[src/rtl/md_iter_unit.sv]
// md_iter_unit: multi-cycle multiply/divide unit with architectural HI/LO.
// Multiplies latch the full product at issue and commit after MUL_CYCLES
// busy cycles. Divides run a restoring loop, one quotient bit per cycle,
// followed by a single sign-fix cycle. HI/LO only change at commit edges
// (or at the accepting edge of MTHI/MTLO).
module md_iter_unit #(
    parameter int WIDTH      = 32,
    parameter int MUL_CYCLES = 5
) (
    input  logic             clk,
    input  logic             reset,
    input  logic             start,
    input  logic [3:0]       op,
    input  logic [WIDTH-1:0] src_a,
    input  logic [WIDTH-1:0] src_b,
    input  logic             cancel,
    output logic             busy,
    output logic             stall_req,
    output logic [WIDTH-1:0] hi,
    output logic [WIDTH-1:0] lo
);

    localparam int W2      = 2 * WIDTH;
    localparam int CNT_MAX = (WIDTH > MUL_CYCLES) ? WIDTH : MUL_CYCLES;
    localparam int CW      = $clog2(CNT_MAX + 1);

    localparam logic [CW-1:0] CNT_ZERO  = {CW{1'b0}};
    localparam logic [CW-1:0] CNT_ONE   = CW'(1);
    localparam logic [CW-1:0] CNT_MUL   = CW'(MUL_CYCLES - 1);
    localparam logic [CW-1:0] CNT_DIV   = CW'(WIDTH - 1);
    localparam logic [WIDTH-1:0] ZERO_W = {WIDTH{1'b0}};

    // Accumulate modes for multiply-class commits
    localparam logic [1:0] MM_SET = 2'd0;
    localparam logic [1:0] MM_ADD = 2'd1;
    localparam logic [1:0] MM_SUB = 2'd2;

    typedef enum logic [1:0] {
        ST_IDLE = 2'd0,
        ST_MUL  = 2'd1,
        ST_DIV  = 2'd2,
        ST_FIX  = 2'd3
    } state_t;

    state_t            state_r;
    logic [CW-1:0]     cnt_r;
    logic              busy_r;
    logic [WIDTH-1:0]  hi_r;
    logic [WIDTH-1:0]  lo_r;
    logic [W2-1:0]     prod_r;
    logic [1:0]        mul_mode_r;
    logic [WIDTH-1:0]  rem_r;
    logic [WIDTH-1:0]  quo_r;
    logic [WIDTH-1:0]  dsr_r;
    logic              neg_q_r;
    logic              neg_r_r;

    logic              is_mul_s;
    logic              is_div_s;
    logic              is_mthi_s;
    logic              is_mtlo_s;
    logic              op_signed_s;
    logic [1:0]        mul_mode_s;
    logic [W2-1:0]     ext_a_s;
    logic [W2-1:0]     ext_b_s;
    logic [W2-1:0]     product_s;
    logic              b_zero_s;
    logic              neg_a_s;
    logic              neg_b_s;
    logic [WIDTH-1:0]  abs_a_s;
    logic [WIDTH-1:0]  abs_b_s;
    logic [WIDTH:0]    trial_s;
    logic [W2-1:0]     hilo_s;
    logic [W2-1:0]     mul_res_s;
    logic [WIDTH-1:0]  quo_fix_s;
    logic [WIDTH-1:0]  rem_fix_s;

    // Decode the op field into operation class, signedness and accumulate mode
    always_comb begin
        is_mul_s    = 1'b0;
        is_div_s    = 1'b0;
        is_mthi_s   = 1'b0;
        is_mtlo_s   = 1'b0;
        op_signed_s = 1'b0;
        mul_mode_s  = MM_SET;
        case (op)
            4'd1:    begin is_mul_s = 1'b1; op_signed_s = 1'b1; end
            4'd2:    begin is_mul_s = 1'b1; end
            4'd3:    begin is_div_s = 1'b1; op_signed_s = 1'b1; end
            4'd4:    begin is_div_s = 1'b1; end
            4'd5:    begin is_mul_s = 1'b1; op_signed_s = 1'b1; mul_mode_s = MM_ADD; end
            4'd6:    begin is_mul_s = 1'b1; mul_mode_s = MM_ADD; end
            4'd7:    begin is_mul_s = 1'b1; op_signed_s = 1'b1; mul_mode_s = MM_SUB; end
            4'd8:    begin is_mul_s = 1'b1; mul_mode_s = MM_SUB; end
            4'd9:    begin is_mthi_s = 1'b1; end
            4'd10:   begin is_mtlo_s = 1'b1; end
            default: begin is_mul_s = 1'b0; end
        endcase
    end

    // Operand preparation: extended product for multiplies, magnitudes and
    // sign flags for divides. A zero divisor keeps the raw dividend and no
    // sign fix, so the restoring loop yields all-ones / raw dividend.
    always_comb begin
        if (op_signed_s) begin
            ext_a_s = {{WIDTH{src_a[WIDTH-1]}}, src_a};
            ext_b_s = {{WIDTH{src_b[WIDTH-1]}}, src_b};
        end else begin
            ext_a_s = {ZERO_W, src_a};
            ext_b_s = {ZERO_W, src_b};
        end
        product_s = ext_a_s * ext_b_s;
        b_zero_s  = (src_b == ZERO_W);
        neg_a_s   = op_signed_s & src_a[WIDTH-1] & ~b_zero_s;
        neg_b_s   = op_signed_s & src_b[WIDTH-1];
        abs_a_s   = neg_a_s ? (ZERO_W - src_a) : src_a;
        abs_b_s   = neg_b_s ? (ZERO_W - src_b) : src_b;
    end

    // Restoring step and commit values derived from the scratch registers
    always_comb begin
        trial_s = {rem_r, quo_r[WIDTH-1]} - {1'b0, dsr_r};
        hilo_s  = {hi_r, lo_r};
        case (mul_mode_r)
            MM_ADD:  mul_res_s = hilo_s + prod_r;
            MM_SUB:  mul_res_s = hilo_s - prod_r;
            default: mul_res_s = prod_r;
        endcase
        quo_fix_s = neg_q_r ? (ZERO_W - quo_r) : quo_r;
        rem_fix_s = neg_r_r ? (ZERO_W - rem_r) : rem_r;
    end

    // Control FSM with HI/LO, busy and all scratch state
    always_ff @(posedge clk) begin
        if (reset) begin
            state_r    <= ST_IDLE;
            cnt_r      <= CNT_ZERO;
            busy_r     <= 1'b0;
            hi_r       <= ZERO_W;
            lo_r       <= ZERO_W;
            prod_r     <= {W2{1'b0}};
            mul_mode_r <= MM_SET;
            rem_r      <= ZERO_W;
            quo_r      <= ZERO_W;
            dsr_r      <= ZERO_W;
            neg_q_r    <= 1'b0;
            neg_r_r    <= 1'b0;
        end else begin
            case (state_r)
                ST_IDLE: begin
                    busy_r <= 1'b0;
                    if (start && !cancel) begin
                        if (is_mthi_s) hi_r <= src_a;
                        if (is_mtlo_s) lo_r <= src_a;
                        if (is_mul_s) begin
                            prod_r     <= product_s;
                            mul_mode_r <= mul_mode_s;
                            cnt_r      <= CNT_MUL;
                            busy_r     <= 1'b1;
                            state_r    <= ST_MUL;
                        end else if (is_div_s) begin
                            quo_r   <= abs_a_s;
                            dsr_r   <= abs_b_s;
                            rem_r   <= ZERO_W;
                            neg_q_r <= neg_a_s ^ neg_b_s;
                            neg_r_r <= neg_a_s;
                            cnt_r   <= CNT_DIV;
                            busy_r  <= 1'b1;
                            state_r <= ST_DIV;
                        end
                    end
                end
                ST_MUL: begin
                    if (cancel) begin
                        state_r <= ST_IDLE;
                        busy_r  <= 1'b0;
                    end else if (cnt_r == CNT_ZERO) begin
                        {hi_r, lo_r} <= mul_res_s;
                        state_r      <= ST_IDLE;
                        busy_r       <= 1'b0;
                    end else begin
                        cnt_r <= cnt_r - CNT_ONE;
                    end
                end
                ST_DIV: begin
                    if (cancel) begin
                        state_r <= ST_IDLE;
                        busy_r  <= 1'b0;
                    end else begin
                        if (!trial_s[WIDTH]) begin
                            rem_r <= trial_s[WIDTH-1:0];
                            quo_r <= {quo_r[WIDTH-2:0], 1'b1};
                        end else begin
                            rem_r <= {rem_r[WIDTH-2:0], quo_r[WIDTH-1]};
                            quo_r <= {quo_r[WIDTH-2:0], 1'b0};
                        end
                        if (cnt_r == CNT_ZERO) begin
                            state_r <= ST_FIX;
                        end else begin
                            cnt_r <= cnt_r - CNT_ONE;
                        end
                    end
                end
                ST_FIX: begin
                    if (!cancel) begin
                        lo_r <= quo_fix_s;
                        hi_r <= rem_fix_s;
                    end
                    state_r <= ST_IDLE;
                    busy_r  <= 1'b0;
                end
                default: begin
                    state_r <= ST_IDLE;
                    busy_r  <= 1'b0;
                end
            endcase
        end
    end

    assign busy      = busy_r;
    assign hi        = hi_r;
    assign lo        = lo_r;
    assign stall_req = busy_r | (start & (op >= 4'd1) & (op <= 4'd8));

endmodule

[config.mk]
export PLATFORM = sky130hd
export DESIGN_NAME = md_iter_unit
export DESIGN_NICKNAME = d
export VERILOG_FILES = /design/src/rtl/md_iter_unit.sv
export SDC_FILE = /design/constraint.sdc
export NUM_CORES = 2
export LEC_CHECK = 0
export CORE_UTILIZATION = 65
export CTS_CLUSTER_SIZE = 10
export DETAILED_ROUTE_END_ITERATION = 16
export GPL_ROUTABILITY_DRIVEN = 0
export PLACE_DENSITY_LB_ADDON = 0.1
export REMOVE_ABC_BUFFERS = 1
export SETUP_SLACK_MARGIN = 0.2
export SLEW_MARGIN = 15
export SYNTH_ARGS = -nofsm -noshare
export SYNTH_HDL_FRONTEND = slang
export SYNTH_SLANG_ARGS = --single-unit
export TNS_END_PERCENT = 10
[constraint.sdc]
create_clock -name clk -period 40.3 [get_ports clk]
set_clock_uncertainty 0.15 [all_clocks]
set_input_delay 12.09 -clock clk [delete_from_list [all_inputs] [get_ports clk]]
set_output_delay 12.09 -clock clk [all_outputs]
set_load 0.02 [all_outputs]
# --- Word-level counts from Yosys, hierarchy flattened ---
# Cells that the tools add are included.
# W data, S select, Z words.
totals:
  reg_bits: 237
  input_bits: 72
  word_cells: 142
classes:
  n_addsub: 8
  n_mul: 1
  magnitude_cmp: 2
  eq_ne: 30
  n_mux: 58
  bitwise_logic: 9
  n_reduce_logical: 22
ops:
  columns: ["cell", "n"]
  rows:
  - ["$mux W32", 23]
  - ["$pmux W32 S3", 2]
  - ["$mux W64", 2]
  - ["$pmux W32 S2", 2]
  - ["$pmux W64 S2", 1]
  - ["$sub A1 B32 Y32 const A", 4]
  - ["$add A64 B64 Y64", 1]
  - ["$mul A64 B64 Y64", 1]
  - ["$sub A64 B64 Y64", 1]
  - ["$sub A33 B32 Y33", 1]
  - ["$logic_not A32 Y1", 1]
  - ["$mux W6", 5]
  - ["$ne A2 B2 Y1 const B", 12]
  - ["$eq A4 B3 Y1 const B", 4]
  - ["$mux W2", 7]
  - ["$eq A4 B4 Y1 const B", 3]
  - ["$mux W1", 12]
  - ["$pmux W6 S2", 1]
  - ["$reduce_and A6 Y1", 2]
  - ["$reduce_and A5 Y1", 2]
  - ["$ne A3 B3 Y1 const B", 3]
  - ["$eq A4 B2 Y1 const B", 2]
  - ["$pmux W2 S4", 1]
  - ["$reduce_and A4 Y1", 2]
  - ["23 further kinds", 35]

# --- Longest topological paths before layout ---
logic_depth:
  ltp_word: 10
  mapped_depth: 39
  mapped_depth_nobuf: 36

# --- Worst setup path before layout ---
# Ideal clock, no wire load.
synth_timing:
  kind: "input to output"
  start: "input port op[0]"
  end: "output port stall_req"
  arrival_time_ns: 12.911
  required_time_ns: 28.060
  path_slack_ns: 15.149
  path_stages: 4
  cell_sequence: "clkbuf_1 > nor3_1 > xnor2_1 > a21o_1"
synth_via:
  elab_chain_cells: 4
  elab_cells_between_ends: 5
  cone_classes: "order compare (2); bitwise (3)"
synth_rtl:
  columns: ["element", "line_no", "source"]
  rows:
  - ["from (decl)", "13", "input logic [3:0] op,"]
  - ["$ge A4 B1 Y1", "223", "assign stall_req = busy_r | (start & (op >= 4'd1) & (op <= 4'd8));"]
  - ["$and A1 B1 Y1", "223", null]
  - ["$and A1 B1 Y1 *", "223", null]
  - ["$or A1 B1 Y1 *", "223", null]
  - ["to (decl)", "18", "output logic stall_req,"]
# Mark *: on every way between the ends. The rest lies on a longest branch, timed or not.

# --- Worst setup path after layout ---
# Same ends and word-level chain as after synthesis.

==> impl_metrics.py <==
metrics = {
    "outcome": {
        "status": "finished clean",
    },
    "clocking": {
        "clockRootBuffer": "clkbuf_16",
        "cts_buffer_depth": 3,
        "insertion_delay_ns": 0.58,
        "clk_pin_slew_ns": 0.06,
        "h-tree-depth": 1,
        "cts_setup_buffers": 0,
        "cts_tree": "done",
        "ctsHoldBuffers": 0,
        "cts_made_buffers": 28,
        "cts_resized": 0,
        "clock_sinks": 237,
    },
    "final_layout": {
        "syn2layout_area_growth_pct": 4.08,
        "drive_gt1_share_pct": 2.56,
        "multiInputGateArea_mm2": 0.0544,
        "nFillCells": 8468,
        "antenna_cells": 0,
        "num-nets-final": 9570,
        "seqCellArea_mm2": 0.00474,
    },
    "sta": {
        "fmax_mhz": 38.2,
        "slew_violations": 0,
        "setup_violations": 0,
        "hold_viol": 0,
        "rsz0062_at_grt": "no",
        "finalCritPeriodShare_pct": 65.0,
        "slew_headroom_pct": 17.5,
        "min_period_ns": 26.20,
        "setup_tns_ns": 0,
        "worst_pin_slew_ns": 1.23,
    },
    "routing": {
        "post_drt_wl_per_cell_um": 21.1,
        "drt.antenna.violating_nets": 0,
        "wl_mm": 191,
        "drt_first_pass_iters": 6,
        "drtIter0Drc": 4764,
        "num_vias": 53300,
        "routed_via_density": 5.91,
        "drc": 0,
    },
    "logic_synthesis": {
        "synthFlopType": "dfxtp_1",
        "synthTopCellsByCount": "1659 x inv_1, 1421 x fa_1, 1179 x nand2_1, 419 x ha_1, 367 x clkbuf_1",
        "synthCells": 7857,
        "yosys.area.top_type_share_pct": 42.5,
        "synth-seq-cells": 237,
        "yosysWarnings": 0,
        "ys_seq_area_share_pct": 7.08,
        "synth_area_leaders": "fa_1 42%, inv_1 9.3%, ha_1 7.8%",
        "synth_area_mm2": 0.0670,
        "async_flop_share_pct": 0,
        "synth.most_common_cell": "inv_1",
        "yosysTopAreaCell": "fa_1",
        "avgSynthCellArea_um2": 8.53,
        "synth_edf_count": 0,
        "ys_types": 77,
    },
    "floorplan": {
        "rows": 117,
        "die_area_mm2": 0.104,
        "core_mm2": 0.102,
        "die_w_um": 323,
        "ioPinCount": 138,
        "initial_core_util_pct": 65.7,
        "die_h_um": 323,
    },
    "worst_setup_path": {
        "arrival_ns": 13.96,
        "endpoint_kind": "output pin",
        "cp_max_fo": 12,
        "critPathLaunchType": "input port",
        "slowest_stage": "clkdlybuf4s50_1",
        "worst-path-buf-inv": 2,
        "crit_chain": "clkdlybuf4s50_1 -> nor3_1 -> xnor2_1 -> a21o_1 -> clkdlybuf4s50_1",
        "r2r_start": "prod_r[6]",
        "cp_top_family": "buffers and inverters",
        "worst-setup-path-type": "input port to output pin",
        "crit_top_cell": "clkdlybuf4s50_1",
        "cpPeakStageDelay_ns": 0.59,
        "required_ns": 28.06,
        "crit_start": "op[0]",
    },
    "grt": {
        "grt.total_usage_pct": 38.0,
        "grt-ovfl-total": 0,
        "grt_first_pass_wirelength_mm": 305,
        "first_global_vias": 54900,
        "grt_max_degree": 143,
        "antenna_found_initial": 2,
    },
    "place": {
        "portBuffers": 137,
        "hpwl_mm": 150,
    },
    "min_path": {
        "hold_start": "dsr_r[30]",
        "hold_path_class": "flop to flop",
    },
    "flow_run": {
        "maxCapViolCount": 0,
    },
}
==> final timing paths <==
kind / endpoint / slack (ns) / cells after the start
min: dsr_r[30] / 0.31 / 2
max reg2reg: hi[27] / 33.91 / 20
max: stall_req / 14.10 / 5
min reg2reg: dsr_r[30] / 0.31 / 2
==> logic make-up (layout without fill, tap and decap cells) <==
| group | count (synthesis) | in the layout | synth area share, % |
|---|---|---|---|
| xor+xnor | 374 | 374 | 4.89 |
| flops | 237 | 237 | 7.08 |
| buf+inv | 2113 | 1920 | 11.8 |
| compound gates | 1105 | 1105 | 10.6 |
| simple gates | 2153 | 2153 | 14.8 |
| mux | 33 | 33 | 0.500 |
| fa+ha+maj | 1842 | 1842 | 50.3 |
==> worst register-to-register path, cell delays in order (launching register included) <==
cell and delay, ns:
dfxtp_1 0.36, nor3_1 0.37, nand2_1 0.16, nor3_1 0.33, and3_1 0.32, nand2_1 0.17, nor4_1 0.97, a31oi_1 0.22
xnor2_1 0.19, ha_1 0.37, nand2_1 0.12, o21ai_0 0.13, a31oi_1 0.17, o21ai_0 0.15, a221o_1 0.36, a221o_1 0.30
a41oi_1 0.47, o21ai_0 0.37, a31oi_1 0.33, mux2i_1 0.24, nand2_1 0.06
==> cells in the final DEF (no fill, tap or decap), types with 28 or more instances in the layout <==
cell | synthesis | layout
clkbuf_16 | 0 | 29
buf_4 | 1 | 87
nor2b_1 | 36 | 34
a31oi_1 | 60 | 60
nand3_1 | 54 | 53
xor2_1 | 97 | 97
nand4_1 | 37 | 37
o21ai_0 | 233 | 233
ha_1 | 419 | 416
a311oi_1 | 28 | 28
o21a_1 | 35 | 35
a21o_1 | 99 | 99
buf_2 | 4 | 37
clkdlybuf4s50_1 | 0 | 99
mux2i_1 | 29 | 29
a21oi_1 | 323 | 323
nand2b_1 | 29 | 29
nand2_1 | 1179 | 1179
a211oi_1 | 60 | 59
and3_1 | 47 | 45
xnor2_1 | 277 | 277
o31ai_1 | 45 | 45
inv_1 | 1659 | 1659
o21bai_1 | 29 | 29
and2_1 | 363 | 363
nor3_1 | 59 | 59
fa_1 | 1421 | 1421
nor2_1 | 242 | 238
dfxtp_1 | 237 | 237
==> registers in the layout, indices dropped and copies added (netlist names) <==
signal	count
quo_r	32
lo	32
busy	1
cnt_r	6
state_r	2
neg_q_r	1
hi	32
mul_mode_r	2
prod_r	64
rem_r	32
neg_r_r	1
dsr_r	32
==> area by class of cell <==
type / count / area share (%)
multi-input combinational: 5507 / 78.0
clock buffer: 35 / 1.12
sequential: 237 / 6.80
clock inverter: 1 / 0.0431
tap: 1368 / 2.45
inverter: 1659 / 8.93
timing repair buffer: 225 / 2.67
==> layer usage <==
metal  up-vias  track usage [%]  routed length, um
met3       453             9.21              20900
met5         -                0                  9
met4         2             13.9               7970
met1     26700             50.5              75400
met2      2488             60.6              86700
li1      23700                -                  -
==> through the flow <==
step,utilization (%),worst slack (ns),hold slack (ns),cells,cell area [um^2]
after CTS,68.3,14.09,0.311,9032,69700
after floorplan,-,15.35,0.276,7403,65300
after global routing,68.4,14.02,0.326,9032,69700
after detailed placement,67.6,14.10,0.302,8996,68900
final,68.4,14.10,0.311,9032,69700
after global placement,67.6,14.14,0.292,8996,68900
Power is left out: the tool's default activity adds up to more than one toggle a clock period on the data nets, which glitch-free logic cannot reach.
